[src/rtl/write_back_controller_pkg.sv]
// Shared constants for the write-back controller: FSM states and mux select codes.
package write_back_controller_pkg;

  typedef enum logic [0:0] {
    ST_IDLE      = 1'b0,
    ST_LOAD_WAIT = 1'b1
  } wb_state_e;

  localparam logic ALU_SELECT   = 1'b0;
  localparam logic CACHE_SELECT = 1'b1;

endpackage

[src/rtl/write_back_controller_stall_counter.sv]
// Saturating counter of cycles during which the pipeline is stalled.
module stall_counter #(
  parameter int unsigned WIDTH = 32
) (
  input  logic             CLK,
  input  logic             RST_N,
  input  logic             inc_i,
  output logic [WIDTH-1:0] count_o
);

  logic [WIDTH-1:0] count_q;

  // Count up on each stalled cycle, holding at all-ones.
  always_ff @(posedge CLK or negedge RST_N) begin
    if (!RST_N) begin
      count_q <= '0;
    end else if (inc_i && (count_q != '1)) begin
      count_q <= count_q + WIDTH'(1);
    end
  end

  assign count_o = count_q;

endmodule

[src/rtl/write_back_controller.sv]
// Write-back stage controller: register-file strobe, mux select and load stall/timeout.
module write_back_controller
  import write_back_controller_pkg::*;
#(
  parameter int unsigned REG_ADDR_WIDTH = 5,
  parameter int unsigned TIMEOUT_CYCLES = 256,
  parameter int unsigned COUNTER_WIDTH  = 32,
  parameter logic        HIGH           = 1'b1
) (
  input  logic                      CLK,
  input  logic                      RST_N,
  input  logic                      VALID_IN,
  input  logic                      REG_WRITE_IN,
  input  logic                      MEM_READ_IN,
  input  logic [REG_ADDR_WIDTH-1:0] RD_ADDR_IN,
  input  logic                      DATA_CACHE_READY,
  output logic                      WRITE_BACK_MUX_SELECT_OUT,
  output logic                      REG_WRITE_ENABLE_OUT,
  output logic [REG_ADDR_WIDTH-1:0] RD_ADDR_OUT,
  output logic                      STALL_OUT,
  output logic                      LOAD_TIMEOUT_OUT,
  output logic [COUNTER_WIDTH-1:0]  STALL_CYCLE_COUNT_OUT
);

  localparam int unsigned WAIT_W = $clog2(TIMEOUT_CYCLES + 1);

  wb_state_e                 state_q, state_d;
  logic [REG_ADDR_WIDTH-1:0] rd_q, rd_d;
  logic                      reg_write_q, reg_write_d;
  logic [WAIT_W-1:0]         wait_q, wait_d;
  logic                      timeout_q, timeout_d;

  logic                      valid, reg_write, mem_read, ready;
  logic                      we_c, sel_c, stall_c;
  logic [REG_ADDR_WIDTH-1:0] rd_c;

  assign valid     = (VALID_IN == HIGH);
  assign reg_write = (REG_WRITE_IN == HIGH);
  assign mem_read  = (MEM_READ_IN == HIGH);
  assign ready     = (DATA_CACHE_READY == HIGH);

  // State and latched-load registers.
  always_ff @(posedge CLK or negedge RST_N) begin
    if (!RST_N) begin
      state_q     <= ST_IDLE;
      rd_q        <= '0;
      reg_write_q <= 1'b0;
      wait_q      <= '0;
      timeout_q   <= 1'b0;
    end else begin
      state_q     <= state_d;
      rd_q        <= rd_d;
      reg_write_q <= reg_write_d;
      wait_q      <= wait_d;
      timeout_q   <= timeout_d;
    end
  end

  // Next-state and same-cycle write/stall decode; outputs forced low while in reset.
  always_comb begin
    state_d     = state_q;
    rd_d        = rd_q;
    reg_write_d = reg_write_q;
    wait_d      = wait_q;
    timeout_d   = timeout_q;
    we_c        = 1'b0;
    sel_c       = ALU_SELECT;
    stall_c     = 1'b0;
    rd_c        = '0;

    case (state_q)
      ST_IDLE: begin
        if (valid) begin
          rd_c = RD_ADDR_IN;
          if (mem_read) begin
            sel_c = CACHE_SELECT;
            if (ready) begin
              we_c = reg_write && (RD_ADDR_IN != '0);
            end else begin
              stall_c     = 1'b1;
              rd_d        = RD_ADDR_IN;
              reg_write_d = reg_write;
              wait_d      = '0;
              state_d     = ST_LOAD_WAIT;
            end
          end else begin
            we_c = reg_write && (RD_ADDR_IN != '0);
          end
        end
      end
      ST_LOAD_WAIT: begin
        sel_c = CACHE_SELECT;
        rd_c  = rd_q;
        if (ready) begin
          we_c    = reg_write_q && (rd_q != '0);
          state_d = ST_IDLE;
        end else begin
          // The last permitted empty wait cycle still stalls; the load is dropped after it.
          stall_c = 1'b1;
          wait_d  = wait_q + WAIT_W'(1);
          if (wait_q == WAIT_W'(TIMEOUT_CYCLES - 1)) begin
            timeout_d = 1'b1;
            state_d   = ST_IDLE;
          end
        end
      end
      default: state_d = ST_IDLE;
    endcase

    if (!RST_N) begin
      we_c    = 1'b0;
      sel_c   = ALU_SELECT;
      stall_c = 1'b0;
      rd_c    = '0;
    end
  end

  stall_counter #(
    .WIDTH (COUNTER_WIDTH)
  ) u_stall_counter (
    .CLK     (CLK),
    .RST_N   (RST_N),
    .inc_i   (stall_c),
    .count_o (STALL_CYCLE_COUNT_OUT)
  );

  assign WRITE_BACK_MUX_SELECT_OUT = sel_c;
  assign REG_WRITE_ENABLE_OUT      = we_c ? HIGH : ~HIGH;
  assign RD_ADDR_OUT               = rd_c;
  assign STALL_OUT                 = stall_c ? HIGH : ~HIGH;
  assign LOAD_TIMEOUT_OUT          = timeout_q ? HIGH : ~HIGH;

endmodule

[config.mk]
export PLATFORM = sky130hd
export DESIGN_NAME = write_back_controller
export DESIGN_NICKNAME = d
export VERILOG_FILES = /design/src/rtl/write_back_controller_pkg.sv /design/src/rtl/write_back_controller_stall_counter.sv /design/src/rtl/write_back_controller.sv
export SDC_FILE = /design/constraint.sdc
export NUM_CORES = 1
export LEC_CHECK = 0
export BUFFER_PORTS_ARGS = -buffer_cell sky130_fd_sc_hd__buf_2
export CORE_ASPECT_RATIO = 0.75
export CORE_MARGIN = 10
export CORE_UTILIZATION = 58
export CTS_CLUSTER_DIAMETER = 200
export CTS_CLUSTER_SIZE = 40
export DETAILED_ROUTE_END_ITERATION = 16
export PLACE_DENSITY = 0.87
export SLEW_MARGIN = 20
export SYNTH_ARGS = -nofsm -noshare
export SYNTH_HDL_FRONTEND = slang
export SYNTH_HIERARCHICAL = 1
export SYNTH_SLANG_ARGS = --single-unit
[constraint.sdc]
create_clock -name CLK -period 3.06 [get_ports CLK]
set_input_delay 0.918 -clock CLK [delete_from_list [all_inputs] [get_ports CLK]]
set_output_delay 0.918 -clock CLK [all_outputs]
set_load 0.01 [all_outputs]
Word-level counts from Yosys, hierarchy flattened
Cells that the tools add are included.
{"block": "classes", "addsub": 2, "eq_ne": 6, "n_mux": 29, "bitwise": 2, "n_reduce_logical": 8}
{"operator": "9-bit two-way mux", "n": 4}
{"operator": "32-bit by 1-bit adder with 32-bit output, second input constant", "n": 1}
{"operator": "32-bit inequality test, second input constant", "n": 1}
{"operator": "9-bit case mux with 2 select lines", "n": 1}
{"operator": "1-bit two-way mux", "n": 17}
{"operator": "5-bit two-way mux", "n": 2}
{"operator": "5-bit case mux with 2 select lines", "n": 1}
{"operator": "5-bit nonzero test", "n": 2}
{"operator": "9-bit by 1-bit adder with 9-bit output, second input constant", "n": 1}
{"operator": "9-bit by 8-bit equality test with 1-bit output, second input constant", "n": 1}
{"operator": "2-bit inequality test, second input constant", "n": 4}
{"operator": "1-bit case mux with 2 select lines", "n": 4}
{"operator": "4-bit AND reduction", "n": 2}
{"operator": "1-bit logical AND", "n": 3}
{"operator": "3-bit AND reduction", "n": 1}
{"operator": "1-bit inverter", "n": 2}
{"block": "word_totals", "regBits": 49, "in_bits": 11, "elab_cells": 53}

Longest topological paths before layout
{"block": "depth", "word_depth": 8, "depth_mapped": 9, "depth_no_buf": 8}

By module
Netlist, hierarchy kept.
{"module": "stall_counter", "n_inst": 1, "cells_per_inst": 151, "area_per_inst_um2": 1624.1}
{"module": "write_back_controller", "n_inst": 1, "cells_per_inst": 87, "area_per_inst_um2": 934.6}

Worst setup path after synthesis
No wires, ideal clock.
{"block": "synth_path", "kind": "input to register", "from": "in MEM_READ_IN", "to": "reg u_stall_counter.count_q[15] (netlist: u_stall_counter/count_o[15])", "t_arrival_ps": 2526, "path_slack_ps": 409, "cell_stages": 8, "n_path_buf": 1, "path_cell_list": "a21oi_1 > nor2_1 > and2_1 > and3_1 > nor2b_1 > clkbuf_1 > nand3_1 > mux2_2"}
{"block": "synth_between", "elab_chain_cells": 5}
{"element": "start: declaration", "line_no": "write_back_controller.sv:14", "text": "input logic MEM_READ_IN,"}
{"element": "1-bit two-way mux", "line_no": "write_back_controller.sv:75", "text": "if (mem_read) begin"}
{"element": "1-bit two-way mux", "line_no": "write_back_controller.sv:73", "text": "if (valid) begin"}
{"element": "1-bit case mux with 2 select lines", "line_no": "write_back_controller.sv:71", "text": "case (state_q)"}
{"element": "1-bit two-way mux", "line_no": "write_back_controller.sv:110", "text": "if (!RST_N) begin"}
{"element": "1-bit logical AND", "line_no": "write_back_controller_stall_counter.sv:17", "text": "end else if (inc_i && (count_q != '1)) begin"}
{"element": "end signal: assignment", "line_no": "write_back_controller_stall_counter.sv:18", "text": "count_q <= count_q + WIDTH'(1);"}
{"element": "end: declaration", "line_no": "write_back_controller_stall_counter.sv:11", "text": "logic [WIDTH-1:0] count_q;"}
Every way passes these cells.
A chain may end at the register's enable or synchronous reset.

Final worst setup path
{"block": "layout_path", "from": "in RD_ADDR_IN[2]", "to": "out REG_WRITE_ENABLE_OUT"}
{"block": "layout_between", "elab_chain_cells": 8}
{"element": "start: declaration", "line_no": "write_back_controller.sv:15", "text": "input logic [REG_ADDR_WIDTH-1:0] RD_ADDR_IN,"}
{"element": "5-bit nonzero test (*)", "line_no": "write_back_controller.sv:78, write_back_controller.sv:87"}
{"element": "1-bit logical AND (*)", "line_no": "write_back_controller.sv:78, write_back_controller.sv:87"}
{"element": "1-bit two-way mux", "line_no": "write_back_controller.sv:77", "text": "if (ready) begin"}
{"element": "1-bit two-way mux (*)", "line_no": "write_back_controller.sv:75"}
{"element": "1-bit two-way mux (*)", "line_no": "write_back_controller.sv:73"}
{"element": "1-bit case mux with 2 select lines (*)", "line_no": "write_back_controller.sv:71"}
{"element": "1-bit two-way mux (*)", "line_no": "write_back_controller.sv:110"}
{"element": "1-bit two-way mux (*)", "line_no": "write_back_controller.sv:128", "text": "assign REG_WRITE_ENABLE_OUT = we_c ? HIGH : ~HIGH;"}
{"element": "end: declaration", "line_no": "write_back_controller.sv:18", "text": "output logic REG_WRITE_ENABLE_OUT,"}
Mark *: on every way between the ends. The rest lies on a longest branch, timed or not.

==> metrics.txt <==
critical path's top delay family simple AND/OR/NAND/NOR gates; required time of the worst setup path ~2100 ps; type of the setup path with the least slack in2out; number of enable flip-flop cells after synthesis 0; CP most frequent cell sky130_fd_sc_hd__buf_2; hpwl dp 4.46 mm; Post-Synthesis Net Count 252; setup repair after global routing missed its margin false; Post-CTS Repair Setup Buffers 0; number of nets in the layout 311; CTS tree built; antenna viol nets, final 0; number of maximum-capacitance constraint violations 0; Critical Path Fanout Max 3; via count of the routed design ~2100; Slew headroom 0.540; leading cell types by total area after synthesis sky130_fd_sc_hd__dfrtp_1 48%, sky130_fd_sc_hd__xnor2_1 8.6%, sky130_fd_sc_hd__nand4_1 3.9%, sky130_fd_sc_hd__nand3_1 3.7%, sky130_fd_sc_hd__mux2_2 3.1%; global router's overall resource usage 0.157; combined area of all synthesized cells between 2000 and 3000 sq um; Ports 52; post_cts resized 0; clock buffer count from CTS 5; gp weighted congestion roughly 0.87; r2r setup slk 580 ps; layout-stage area growth over the synthesis result 16.3%; pin count of the biggest net entering global routing 32; stage delay of the slowest cell on the critical path 520 ps; clock net sink count 49; chip width 96.7 microns; Std-Cell Rows 20; IO buf count 51; latest clock arrival within the worst-skew pair 310 ps; power density over the cells 456 nW/um^2; Final Core Density 0.716; Seq cells post-synth 49; Clock Tree Buf Depth 2; antenna violations before repair 0; worst flop-to-flop path startpoint u_stall_counter/count_o[4]$_DFFE_PN0P_; Die ar. 7500 sq um; cell at the slowest stage of the critical path sky130_fd_sc_hd__or4_1; number of iterations in the first detailed-routing pass 5; ratio of cells with drive above 1 in the final layout 0.282; Worst Tran Pin Value 684 ps; worst supply voltage drop on vdd 316 uV; diodes inserted 0; critical path data arrival time 1950 ps; mean instance size in the synthesized netlist 10.8 sq um; number of global-route vias before repair 2009; top flip-flop cell by instance count after synthesis sky130_fd_sc_hd__dfrtp_1; total congestion overflow after global routing 0; worst path bufs/invs 2; startpoint types input pin; drt initial violations between 150 and 200; maximum clock skew at final layout 13.0 ps; cell taking the most area after synthesis sky130_fd_sc_hd__dfrtp_1; upper clock frequency limit approximately 350 MHz; hold bufs inserted after CTS 0; status completed; first-pass GRT wire length 10.1 mm; sequential-to-total area share from yosys stat 0.479; effective utilization at floorplan 0.616; async set-reset flop share out of synthesis 1.00; final setup TNS 0 ps; Critical Path Stages 5; clock-pin slew on the worst setup and hold paths around 80 ps; cell-by-cell listing of the critical path buf_2 -> or4_1 -> o211ai_1 -> a21oi_1 -> buf_2; Setup Viol. Count Final 0; worst setup path endpoint REG_WRITE_ENABLE_OUT; type of the tightest min-delay check in2async; total count of hold-check failures in the final report 0; critical register-to-register path endpoint u_stall_counter/count_o[25]$_DFFE_PN0P_; gate count after technology mapping 238; count of pins over their slew limit 0; Final min period 2870 ps; vias per cell a little under 6; static leakage power 1.39 nW; die extent in y 77.5 microns; H-tree levels 2; Worst setup EP type output pin; period utilization 0.938; total wire length after detailed routing roughly 5.9 mm; start point of the critical path RD_ADDR_IN[2]; R2R depth 5; root cell of the clock tree sky130_fd_sc_hd__clkbuf_8; synth warn 6; number of library cell types mapped by synthesis 50; final routed DRC violation total 0; Core Region between 4000 and 5000 sq um; Routed wire per std cell 16.7 microns; share of the synthesized area in the top cell type 0.479
[worst min path at each step]
| stage | startpoint | to | cells past startpoint | slack (ps) |
|---|---|---|---|---|
| after floorplan | wait_q[7]$_DFFE_PN0P_ | wait_q[7]$_DFFE_PN0P_ | 1 | 420 |
| after global placement | timeout_q$_DFFE_PN0P_ | timeout_q$_DFFE_PN0P_ | 1 | 440 |
| after detailed placement | timeout_q$_DFFE_PN0P_ | timeout_q$_DFFE_PN0P_ | 1 | 440 |
| after CTS | RST_N | rd_q[4]$_DFFE_PN0P_ | 1 | 450 |
| after global routing | RST_N | rd_q[4]$_DFFE_PN0P_ | 1 | 460 |
| final | RST_N | rd_q[4]$_DFFE_PN0P_ | 1 | 460 |
[sequential cells by signal, summed over array words and instances (netlist names)]
register and cells:
u_stall_counter/count_o 32, wait_q 9, rd_q 5, reg_write_q 1, state_q 1, timeout_q 1
[metal layers]
| layer | up-vias | wire, microns | global-route usage |
|---|---|---|---|
| met5 | - | 0 | 0 |
| met4 | 0 | 93 | 0.0632 |
| met3 | 8 | 431 | 0.0416 |
| met2 | 71 | 2620 | 0.231 |
| met1 | 1002 | 2760 | 0.214 |
| li1 | 1004 | - | - |
[report_power, final]
group	total (mW)	internal, mW	switching (mW)
Sequential	0.774	0.705	0.0697
Combinational	0.208	0.0991	0.109
Clock	0.373	0.159	0.214
[cell type report]
cell class,instances,area (sq um)
multi-input cells,181,1290
flip-flops and latches,49,1230
fillers,346,1180
repair buffers,56,293
clock buffers,6,72.6
well taps,55,68.8
inverters,4,15.0
clock inverters,2,10.0
[through the flow]
stage / instances / hold slack, ps / worst slack (ps) / power, mW / area (sq um)
floorplan: 238 / 424 / 409 / 0.897 / 2560
finish: 353 / 455 / 190 / 1.36 / 2980
global route: 353 / 456 / 158 / 1.43 / 2980
detailed placement: 345 / 440 / 191 / 0.998 / 2890
global placement: 345 / 437 / 214 / 0.985 / 2890
CTS: 353 / 447 / 188 / 1.36 / 2980
[synthesized netlist by cell type (all sizes together) (3+ instances only)]
cell     n
dfrtp   49
xnor2   25
nand3   20
nand2   19
nand4   17
nor2    10
mux2     8
nor2b    8
nor3     7
o21ai    6
a22oi    5
and4     5
nor4     5
or4      5
xor2     5
a21oi    4
a31oi    4
inv      4
o211ai   4
a21o     3
buf      3
ha       3
[cells by family (layout without fill, tap and decap cells)]
kind of cell | after synthesis | in the layout | synth area share
buf+inv | 8 | 68 | 0.0166
mux | 8 | 8 | 0.0352
fa+ha+maj | 3 | 3 | 0.0147
compound gates | 35 | 35 | 0.0983
xor+xnor | 30 | 30 | 0.103
flops | 49 | 49 | 0.479
simple gates | 105 | 105 | 0.253
[layout by cell type, fill, tap and decap left out, types with 5 or more instances in the layout]
cell type,instances
sky130_fd_sc_hd__buf_2,51
sky130_fd_sc_hd__dfrtp_1,49
sky130_fd_sc_hd__xnor2_1,25
sky130_fd_sc_hd__nand3_1,19
sky130_fd_sc_hd__nand2_1,18
sky130_fd_sc_hd__nand4_1,16
sky130_fd_sc_hd__nor2_1,10
sky130_fd_sc_hd__nor2b_1,7
sky130_fd_sc_hd__mux2_2,7
sky130_fd_sc_hd__o21ai_0,6
sky130_fd_sc_hd__nor3_1,5
sky130_fd_sc_hd__a22oi_1,5
sky130_fd_sc_hd__and4_1,5
sky130_fd_sc_hd__clkbuf_8,5
sky130_fd_sc_hd__buf_4,5
sky130_fd_sc_hd__xor2_1,5
No activity file was read; power rests on OpenSTA's default activity.
